<file path="src/rtl/hazard_ctrl_if.sv">
// Pipeline-side hazard bus: register ids and control bits in, stall/flush/forward controls out.
// The master is the pipeline datapath; the slave is the hazard controller.
interface hazard_ctrl_if #(
  parameter int unsigned CNT_W = 16
);
  logic [4:0]       Rs1D;
  logic [4:0]       Rs2D;
  logic [4:0]       Rs1E;
  logic [4:0]       Rs2E;
  logic [4:0]       RdE;
  logic [4:0]       RdM;
  logic [4:0]       RdW;
  logic [1:0]       ResultSrcE;
  logic             RegWriteM;
  logic             RegWriteW;
  logic             PCSrcE;
  logic             MemReqM;
  logic             MemAckM;
  logic [1:0]       ForwardAE;
  logic [1:0]       ForwardBE;
  logic             StallF;
  logic             StallD;
  logic             StallE;
  logic             StallM;
  logic             FlushD;
  logic             FlushE;
  logic             FlushW;
  logic             MemErr;
  logic [CNT_W-1:0] StallCyc;
  logic [CNT_W-1:0] FlushCnt;

  modport master (
    output Rs1D, Rs2D, Rs1E, Rs2E, RdE, RdM, RdW, ResultSrcE, RegWriteM, RegWriteW,
    output PCSrcE, MemReqM, MemAckM,
    input  ForwardAE, ForwardBE, StallF, StallD, StallE, StallM, FlushD, FlushE, FlushW,
    input  MemErr, StallCyc, FlushCnt
  );

  modport slave (
    input  Rs1D, Rs2D, Rs1E, Rs2E, RdE, RdM, RdW, ResultSrcE, RegWriteM, RegWriteW,
    input  PCSrcE, MemReqM, MemAckM,
    output ForwardAE, ForwardBE, StallF, StallD, StallE, StallM, FlushD, FlushE, FlushW,
    output MemErr, StallCyc, FlushCnt
  );
endinterface

</file>
<file path="src/rtl/hazard_ctrl.sv">
// 5-stage pipeline hazard controller: load-use stalls, branch flushes, data-memory waits
// with timeout abort, E-stage forwarding selects and saturating stall/flush counters.
module hazard_ctrl #(
  parameter int unsigned CNT_W   = 16,
  parameter int unsigned TIMEOUT = 64
) (
  input  logic        CLK,
  input  logic        RST,
  hazard_ctrl_if.slave hz
);

  localparam int unsigned WaitW = (TIMEOUT > 2) ? $clog2(TIMEOUT) : 1;
  localparam logic [WaitW-1:0] WaitLast = WaitW'(TIMEOUT - 1);

  typedef enum logic [1:0] {StInit, StRun, StMemWait} state_e;

  state_e           state_q, state_d;
  logic [WaitW-1:0] cnt_q, cnt_d;
  logic             mem_err_q, mem_err_d;
  logic [CNT_W-1:0] stall_cyc_q, stall_cyc_d;
  logic [CNT_W-1:0] flush_cnt_q, flush_cnt_d;

  logic memstall, load_use;
  logic stall_f, stall_d, stall_e, stall_m;
  logic flush_d, flush_e, flush_w;

  function automatic logic [1:0] fwd_sel(input logic [4:0] rs, input logic [4:0] rd_m,
                                         input logic wr_m, input logic [4:0] rd_w,
                                         input logic wr_w);
    if (rs != 5'd0 && wr_m && rd_m == rs)      return 2'b10;
    else if (rs != 5'd0 && wr_w && rd_w == rs) return 2'b01;
    else                                       return 2'b00;
  endfunction

  always_comb begin
    state_d   = state_q;
    cnt_d     = cnt_q;
    mem_err_d = mem_err_q;
    memstall  = 1'b0;
    unique case (state_q)
      StInit: state_d = StRun;
      StRun: begin
        if (hz.MemReqM && !hz.MemAckM) begin
          memstall = 1'b1;
          state_d  = StMemWait;
          cnt_d    = WaitW'(1);
        end
      end
      StMemWait: begin
        if (hz.MemAckM) begin
          state_d = StRun;
        end else if (cnt_q == WaitLast) begin
          // Abort: release the pipeline this cycle and flag the error.
          state_d   = StRun;
          mem_err_d = 1'b1;
        end else begin
          memstall = 1'b1;
          cnt_d    = cnt_q + WaitW'(1);
        end
      end
      default: state_d = StInit;
    endcase
  end

  assign load_use = (hz.ResultSrcE == 2'b01) && (hz.RdE != 5'd0) &&
                    ((hz.RdE == hz.Rs1D) || (hz.RdE == hz.Rs2D));

  always_comb begin
    stall_f = 1'b0;
    stall_d = 1'b0;
    stall_e = 1'b0;
    stall_m = 1'b0;
    flush_d = 1'b0;
    flush_e = 1'b0;
    flush_w = 1'b0;
    if (state_q == StInit) begin
      flush_d = 1'b1;
      flush_e = 1'b1;
    end else if (memstall) begin
      // Whole front of the pipe holds; branch and load-use resolve after the ack.
      stall_f = 1'b1;
      stall_d = 1'b1;
      stall_e = 1'b1;
      stall_m = 1'b1;
      flush_w = 1'b1;
    end else if (hz.PCSrcE) begin
      flush_d = 1'b1;
      flush_e = 1'b1;
    end else if (load_use) begin
      stall_f = 1'b1;
      stall_d = 1'b1;
      flush_e = 1'b1;
    end
  end

  always_comb begin
    stall_cyc_d = stall_cyc_q;
    flush_cnt_d = flush_cnt_q;
    if (stall_f && stall_cyc_q != {CNT_W{1'b1}}) begin
      stall_cyc_d = stall_cyc_q + CNT_W'(1);
    end
    if (hz.PCSrcE && !memstall && flush_cnt_q != {CNT_W{1'b1}}) begin
      flush_cnt_d = flush_cnt_q + CNT_W'(1);
    end
  end

  always_ff @(posedge CLK or negedge RST) begin
    if (!RST) begin
      state_q     <= StInit;
      cnt_q       <= '0;
      mem_err_q   <= 1'b0;
      stall_cyc_q <= '0;
      flush_cnt_q <= '0;
    end else begin
      state_q     <= state_d;
      cnt_q       <= cnt_d;
      mem_err_q   <= mem_err_d;
      stall_cyc_q <= stall_cyc_d;
      flush_cnt_q <= flush_cnt_d;
    end
  end

  assign hz.ForwardAE = fwd_sel(hz.Rs1E, hz.RdM, hz.RegWriteM, hz.RdW, hz.RegWriteW);
  assign hz.ForwardBE = fwd_sel(hz.Rs2E, hz.RdM, hz.RegWriteM, hz.RdW, hz.RegWriteW);
  assign hz.StallF    = stall_f;
  assign hz.StallD    = stall_d;
  assign hz.StallE    = stall_e;
  assign hz.StallM    = stall_m;
  assign hz.FlushD    = flush_d;
  assign hz.FlushE    = flush_e;
  assign hz.FlushW    = flush_w;
  assign hz.MemErr    = mem_err_q;
  assign hz.StallCyc  = stall_cyc_q;
  assign hz.FlushCnt  = flush_cnt_q;

endmodule

</file>
<file path="src/flat_wrapper.sv">
// flat-port wrapper written by rule: the top's interface ports become plain ports
module hazard_ctrl_flat 
#(
  parameter int unsigned CNT_W   = 16,
  parameter int unsigned TIMEOUT = 64
)
  (CLK, RST, hz_Rs1D, hz_Rs2D, hz_Rs1E, hz_Rs2E, hz_RdE, hz_RdM, hz_RdW, hz_ResultSrcE, hz_RegWriteM, hz_RegWriteW, hz_PCSrcE, hz_MemReqM, hz_MemAckM, hz_ForwardAE, hz_ForwardBE, hz_StallF, hz_StallD, hz_StallE, hz_StallM, hz_FlushD, hz_FlushE, hz_FlushW, hz_MemErr, hz_StallCyc, hz_FlushCnt);
  hazard_ctrl_if #(.CNT_W(CNT_W)) hz_i ();
  input  logic CLK;
  input  logic RST;
  input wire logic [$bits(hz_i.Rs1D)-1:0] hz_Rs1D;
  input wire logic [$bits(hz_i.Rs2D)-1:0] hz_Rs2D;
  input wire logic [$bits(hz_i.Rs1E)-1:0] hz_Rs1E;
  input wire logic [$bits(hz_i.Rs2E)-1:0] hz_Rs2E;
  input wire logic [$bits(hz_i.RdE)-1:0] hz_RdE;
  input wire logic [$bits(hz_i.RdM)-1:0] hz_RdM;
  input wire logic [$bits(hz_i.RdW)-1:0] hz_RdW;
  input wire logic [$bits(hz_i.ResultSrcE)-1:0] hz_ResultSrcE;
  input wire logic [$bits(hz_i.RegWriteM)-1:0] hz_RegWriteM;
  input wire logic [$bits(hz_i.RegWriteW)-1:0] hz_RegWriteW;
  input wire logic [$bits(hz_i.PCSrcE)-1:0] hz_PCSrcE;
  input wire logic [$bits(hz_i.MemReqM)-1:0] hz_MemReqM;
  input wire logic [$bits(hz_i.MemAckM)-1:0] hz_MemAckM;
  output wire logic [$bits(hz_i.ForwardAE)-1:0] hz_ForwardAE;
  output wire logic [$bits(hz_i.ForwardBE)-1:0] hz_ForwardBE;
  output wire logic [$bits(hz_i.StallF)-1:0] hz_StallF;
  output wire logic [$bits(hz_i.StallD)-1:0] hz_StallD;
  output wire logic [$bits(hz_i.StallE)-1:0] hz_StallE;
  output wire logic [$bits(hz_i.StallM)-1:0] hz_StallM;
  output wire logic [$bits(hz_i.FlushD)-1:0] hz_FlushD;
  output wire logic [$bits(hz_i.FlushE)-1:0] hz_FlushE;
  output wire logic [$bits(hz_i.FlushW)-1:0] hz_FlushW;
  output wire logic [$bits(hz_i.MemErr)-1:0] hz_MemErr;
  output wire logic [$bits(hz_i.StallCyc)-1:0] hz_StallCyc;
  output wire logic [$bits(hz_i.FlushCnt)-1:0] hz_FlushCnt;
  assign hz_i.Rs1D = hz_Rs1D;
  assign hz_i.Rs2D = hz_Rs2D;
  assign hz_i.Rs1E = hz_Rs1E;
  assign hz_i.Rs2E = hz_Rs2E;
  assign hz_i.RdE = hz_RdE;
  assign hz_i.RdM = hz_RdM;
  assign hz_i.RdW = hz_RdW;
  assign hz_i.ResultSrcE = hz_ResultSrcE;
  assign hz_i.RegWriteM = hz_RegWriteM;
  assign hz_i.RegWriteW = hz_RegWriteW;
  assign hz_i.PCSrcE = hz_PCSrcE;
  assign hz_i.MemReqM = hz_MemReqM;
  assign hz_i.MemAckM = hz_MemAckM;
  assign hz_ForwardAE = hz_i.ForwardAE;
  assign hz_ForwardBE = hz_i.ForwardBE;
  assign hz_StallF = hz_i.StallF;
  assign hz_StallD = hz_i.StallD;
  assign hz_StallE = hz_i.StallE;
  assign hz_StallM = hz_i.StallM;
  assign hz_FlushD = hz_i.FlushD;
  assign hz_FlushE = hz_i.FlushE;
  assign hz_FlushW = hz_i.FlushW;
  assign hz_MemErr = hz_i.MemErr;
  assign hz_StallCyc = hz_i.StallCyc;
  assign hz_FlushCnt = hz_i.FlushCnt;
  hazard_ctrl #(.CNT_W(CNT_W), .TIMEOUT(TIMEOUT)) u_core (.CLK(CLK), .RST(RST), .hz(hz_i));
endmodule
</file>
<file path="config.mk">
export PLATFORM = sky130hd
export DESIGN_NAME = hazard_ctrl_flat
export DESIGN_NICKNAME = d
export VERILOG_FILES = /design/src/rtl/hazard_ctrl_if.sv /design/src/rtl/hazard_ctrl.sv /design/src/flat_wrapper.sv
export SDC_FILE = /design/constraint.sdc
export NUM_CORES = 1
export LEC_CHECK = 0
export BUFFER_PORTS_ARGS = -buffer_cell sky130_fd_sc_hd__buf_2
export CORE_UTILIZATION = 55
export CTS_CLUSTER_SIZE = 25
export DETAILED_ROUTE_END_ITERATION = 7
export MAX_ROUTING_LAYER = met4
export PLACE_DENSITY_LB_ADDON = 0.25
export SYNTH_ARGS = -nofsm -noshare
export SYNTH_HDL_FRONTEND = slang
export SYNTH_SLANG_ARGS = --single-unit
</file>
<file path="constraint.sdc">
create_clock -name CLK -period 5.7 [get_ports CLK]
set_input_delay 0 -clock CLK [delete_from_list [all_inputs] [get_ports CLK]]
set_output_delay 0 -clock CLK [all_outputs]
set_load 0.03 [all_outputs]
</file>
Yosys cells after proc, flatten, opt, wreduce, memory -nomap -nowiden
Cells that the tools add are included.
{"block": "totals", "inputBits": 44, "ff_bits": 41}
{"block": "op_classes", "n_mux": 28, "n_addsub": 3, "eq_ne": 16, "reduce_logical": 25, "bitwise": 1}
{"cell": "$add 16x1->16 const B", "count": 2}
{"cell": "$ne 16x16->1 const B", "count": 2}
{"cell": "$eq 5x5->1", "count": 6}
{"cell": "$mux 6", "count": 3}
{"cell": "$mux 1", "count": 17}
{"cell": "$reduce_bool 5->1", "count": 3}
{"cell": "$logic_and 1x1->1", "count": 14}
{"cell": "$pmux 6 s2", "count": 1}
{"cell": "$mux 2", "count": 5}
{"cell": "$add 6x1->6 const B", "count": 1}
{"cell": "$eq 6x6->1 const B", "count": 1}
{"cell": "$pmux 2 s3", "count": 1}
{"cell": "$eq 2x1->1 const B", "count": 2}
{"cell": "$ne 2x2->1 const B", "count": 2}
{"cell": "$reduce_and 4->1", "count": 1}
{"cell": "$ne 3x2->1 const B", "count": 1}
{"cell": "$reduce_and 3->1", "count": 1}
{"cell": "$eq 2x2->1 const B", "count": 1}
{"cell": "$logic_not 1->1", "count": 2}
{"cell": "$logic_not 2->1", "count": 1}
{"cell": "$ne 2x1->1 const B", "count": 1}
{"cell": "$pmux 1 s2", "count": 1}
{"cell": "$reduce_and 2->1", "count": 1}
{"cell": "$reduce_bool 2->1", "count": 1}
{"cell": "other kinds (2)", "count": 2}

Depth between registers and ports, before layout
{"block": "logic_depth", "depth_word": 8, "ltp_mapped": 9, "ltp_nobuf": 8}

Worst setup path before layout
No wires, ideal clock.
{"block": "synth_path", "path_kind": "flip-flop to flip-flop", "from": "register u_core.cnt_q[0]", "to": "register u_core.stall_cyc_q[11] (netlist: u_core.hz.StallCyc[11])", "path_buffers": 1, "setup_time_ns": 0.134, "t_arrival_ns": 1.943, "path_slack_ns": 3.622, "synth_period_minus_slack_ns": 2.078, "path_stages_with_launch": 9, "path_cell_list": "dfrtp_1 -> ha_1 -> and4_1 -> a311o_1 -> or2_4 -> o31ai_4 -> buf_12 -> nand4_2 -> xnor2_1"}
{"block": "synth_via", "elab_chain_len": 7}
{"element": "start: declaration", "line": "hazard_ctrl.sv:18", "rtl": "logic [WaitW-1:0] cnt_q, cnt_d;"}
{"element": "start signal: assignment", "line": "hazard_ctrl.sv:116", "rtl": "cnt_q <= cnt_d;"}
{"element": "$eq 6x6->1", "line": "hazard_ctrl.sv:52", "rtl": "end else if (cnt_q == WaitLast) begin"}
{"element": "$mux 1", "line": "hazard_ctrl.sv:52"}
{"element": "$mux 1", "line": "hazard_ctrl.sv:50", "rtl": "if (hz.MemAckM) begin"}
{"element": "$pmux 1 s2", "line": "hazard_ctrl.sv:40", "rtl": "unique case (state_q)"}
{"element": "$mux 1 (2 in a row)"}
{"element": "net hz_StallD", "line": "flat_wrapper.sv:27", "rtl": "output wire logic [$bits(hz_i.StallD)-1:0] hz_StallD;"}
{"element": "$logic_and 1x1->1", "line": "hazard_ctrl.sv:99", "rtl": "if (stall_f && stall_cyc_q != {CNT_W{1'b1}}) begin"}
{"element": "end signal: assignment", "line": "hazard_ctrl.sv:118", "rtl": "stall_cyc_q <= stall_cyc_d;"}
{"element": "end: declaration", "line": "hazard_ctrl.sv:20", "rtl": "logic [CNT_W-1:0] stall_cyc_q, stall_cyc_d;"}
The timed path passes the listed nets, and every way through them passes these cells.
A chain may end at the register's enable or synchronous reset.

Worst setup path after layout
{"block": "layout_path", "from": "register u_core.state_q[0]", "to": "output port hz_StallD"}
{"block": "layout_via", "elab_chain_len": 4}
{"element": "start: declaration", "line": "hazard_ctrl.sv:17", "rtl": "state_e state_q, state_d;"}
{"element": "start signal: assignment", "line": "hazard_ctrl.sv:109", "rtl": "state_q <= StInit;"}
{"element": "start signal: assignment", "line": "hazard_ctrl.sv:115", "rtl": "state_q <= state_d;"}
{"element": "$eq 2x2->1 / $eq 2x1->1 (equally long branches)", "line": "hazard_ctrl.sv:40"}
{"element": "$pmux 1 s2", "line": "hazard_ctrl.sv:40"}
{"element": "$mux 1", "line": "hazard_ctrl.sv:79", "rtl": "end else if (memstall) begin"}
{"element": "$mux 1 (*)", "line": "hazard_ctrl.sv:76", "rtl": "if (state_q == StInit) begin"}
{"element": "end: declaration", "line": "flat_wrapper.sv:27"}
Mark *: on every way between the ends. The rest lies on a longest branch, timed or not.

==> qor.yml <==
outcome: "finished with violations"
violations: "DRC"
crit_required_ps: 5700
drv_slew: 0
p_sw_w: 0.000395
postCtsSetupRepairBufs: 0
grt_usage_pct: 23.2
rsz0062_at_grt: "false"
areaGrowthSynthToFinish_pct: 21.7
grt_pass1_wl_mm: 8.88
start_kind: "flop"
synth_top_area_cell: "dfrtp_1"
ir_drop_mv: 0.284
clk_pin_slew_worst_paths_ps: 70
fp.dieArea_um2: 5040
power-per-cell-area_nw_per_um2: 321
remaining_drc_errors: 8
startpoint: "u_core.state_q[0]"
syn-num-nets: 303
final_cells: 394
synth_warnings: 0
fin_area_um2: 3190
drv_cap: 0
critPathMaxStageDelay_ps: 410
placedCellCount: 385
finalSetupViolCount: 0
syn-cell-area_um2: 2620
path_buf_inv: 2
synthXorXnorAreaFrac_pct: 19.7
yosys.area_share.simple_pct: 25.6
path_cells: "inv_1 > ha_1 > a21oi_1 > a311o_1 > or2_4 > o31ai_4 > buf_2"
cts_root_buffer: "clkbuf_8"
ys_ff_latch: 41
core_area_um2: 4470
power_frac_comb_pct: 37.6
final_antenna_net_count: 0
endpoint_kind: "primary output"
async_flop_share_pct: 100
ys_types: 54
clkPwrFrac_pct: 24.0
cts_tree: "yes"
syn_inst: 253
numCtsBuffers: 5
tightest_slew_ps: 913
first_iter_violations: 89
hold_viol_final: 0
synth_compound_area_share_pct: 6.97
netlist.area_leader.share_pct: 39.2
hold_path_class: "input port to flop"
cts_max_level: 2
fmax_mhz: 414
worstSetupPathType: "flop to primary output"
critical-path-top-delay-family: "compound AO/OA/AOI/OAI gates"
first_pass_iters: 7
power.leakage_nw: 1.52
yosysSeqAreaShare_pct: 39.2
post-route-min-period_ps: 2410
tns_ps: 0
worst_hold_slack_ps: 12.2
dp_hpwl_mm: 4.11
clock_latency_ps: 300
worstPathArrival_ps: 2410
avgViaCountPerCell: 5.38
avgSynthCellArea_um2: 10.4
place_area_um2: 3060
synth-edff-count: 0
synth_top_family_by_area: "simple AND/OR/NAND/NOR gates"
n_antenna_cell: 0
crit_fanout: 17
finClkSkew_ps: 10.1
ctsLongestPathBuffers: 2
synth_mux_area_share_pct: 2.48
drive_above_1_share_pct: 36.8
vias: 2120
ctsResizeCount: 0
r2r-start: "u_core.state_q[0]"
p_int_w: 0.000627
gp_congestion: 0.909
min-delay-start: "hz_MemAckM"
grt_max_degree: 42
synth.most_common_cell: "xnor2_1"
nNetsFinal: 391
synthAdderAreaFrac_pct: 2.87
initial_core_util_pct: 58.6
fp.dieW_um: 71.0
synth_commonest_cells: "42 x xnor2_1, 41 x dfrtp_1, 20 x nand2_1"
antenna_found_initial: 0
die_height_um: 71.0
fin_crit_sh_pct: 42.3
drt-total-wl_mm: 5.34
swShare_pct: 38.7
p_seq_share_pct: 38.5
grt_pass1_vias: 2025
ys_top_cells_by_area: "dfrtp_1 39%, xnor2_1 14%, xor2_1 5.7%, ha_1 2.9%, nand2_1 2.9%"
gr-total-overflow: 0
slew_headroom_pct: 39.1
routedWlPerCell_um: 13.6
critical-path-slowest-cell: "dfrtp_1"
io_buffers: 87
rows: 24
pin_count: 88
ys.flop_type: "dfrtp_1"
cts.sinks: 41
-- cells in the final DEF (no fill, tap or decap), types with 2 or more instances in the layout --
cell,count
a21o_2,2
a21oi_1,2
a22o_1,2
and3_1,7
and4_1,4
buf_2,87
clkbuf_8,6
dfrtp_1,41
ha_1,6
inv_1,6
mux2_2,3
mux2i_1,2
nand2_1,20
nand2b_1,2
nand3_1,7
nand3_2,7
nand4_1,12
nand4_2,3
nor2_1,13
nor2b_1,3
nor3_1,4
nor4_1,4
o21ai_0,7
or3_1,2
or4_1,3
xnor2_1,42
xor2_1,17
-- repair_timing --
action | 4_1_cts | 5_1_grt
hold endpoints to repair | 41 | 0
endpoints found under the setup margin | 0 | 0
hold buffers | 1 | 0
-- final cells by class --
| type | count | area, µm² |
|---|---|---|
| Clock inverter | 2 | 37.5 |
| Tap cell | 52 | 65.1 |
| Timing Repair Buffer | 88 | 445 |
| Clock buffer | 6 | 82.6 |
| Inverter | 6 | 22.5 |
| Sequential cell | 41 | 1030 |
| Fill cell | 358 | 1280 |
| Multi-Input combinational cell | 199 | 1510 |
-- worst reg2reg max path: cells and delay by family (launching register included) --
kind                       cells  cell delay [ps]
buffers and inverters          1              100
DFF                            1              410
adders and majority gates      1              390
AOI/OAI and AO/OA              3              630
muxes                          1              330
and+or+nand+nor                2              340
-- power by group through the flow --
stage	registers [W]	clock network (W)	logic [W]
4_1_cts	0.000393	0.000251	0.000388
6_report	0.000393	0.000245	0.000384
3_3_place_gp	0.000397	0	0.000376
2_1_floorplan	0.000458	0	0.000220
5_1_grt	0.000402	0.000263	0.000420
3_5_place_dp	0.000399	0	0.000385
-- sequential cells by signal, summed over array words and instances (netlist names) --
register	cells
u_core.hz.FlushCnt	16
u_core.hz.MemErr	1
u_core.cnt_q	6
u_core.hz.StallCyc	16
u_core.state_q	2
-- cell families after synthesis --
family / after synthesis
XOR/XNOR: 59
adder cells (fa/ha/maj): 6
AO/OA/AOI/OAI: 23
multiplexers: 6
flip-flops: 41
buffers and inverters: 13
AND/OR/NAND/NOR: 105
-- path summary, 6_finish.rpt --
kind | end | slack (ps) | depth (start not counted)
min in group asynchronous | u_core.hz.StallCyc[8] | 370 | 2
min | u_core.state_q[0] | 10 | 3
max in group asynchronous | u_core.hz.FlushCnt[1] | 4760 | 2
min reg2reg | u_core.hz.MemErr | 470 | 1
max | hz_StallD | 3290 | 7
max reg2reg | u_core.hz.StallCyc[1] | 3390 | 8
-- through the flow --
step / utilization [%] / power, W / setup WS [ps]
2_1_floorplan: - / 0.000678 / 3620
3_3_place_gp: 68.4 / 0.000773 / 3460
6_report: 71.3 / 0.00102 / 3290
4_1_cts: 71.3 / 0.00103 / 3280
5_1_grt: 71.3 / 0.00109 / 3140
3_5_place_dp: 68.4 / 0.000784 / 3400
-- layer usage --
metal	GRT usage, %	vias up	wire length, µm
li1	-	1060	-
met4	8.44	0	65
met3	4.13	6	190
met2	40.4	49	2770
met1	26.9	1005	2320
met5	-	-	0
Power figures use the tool's default switching activity.
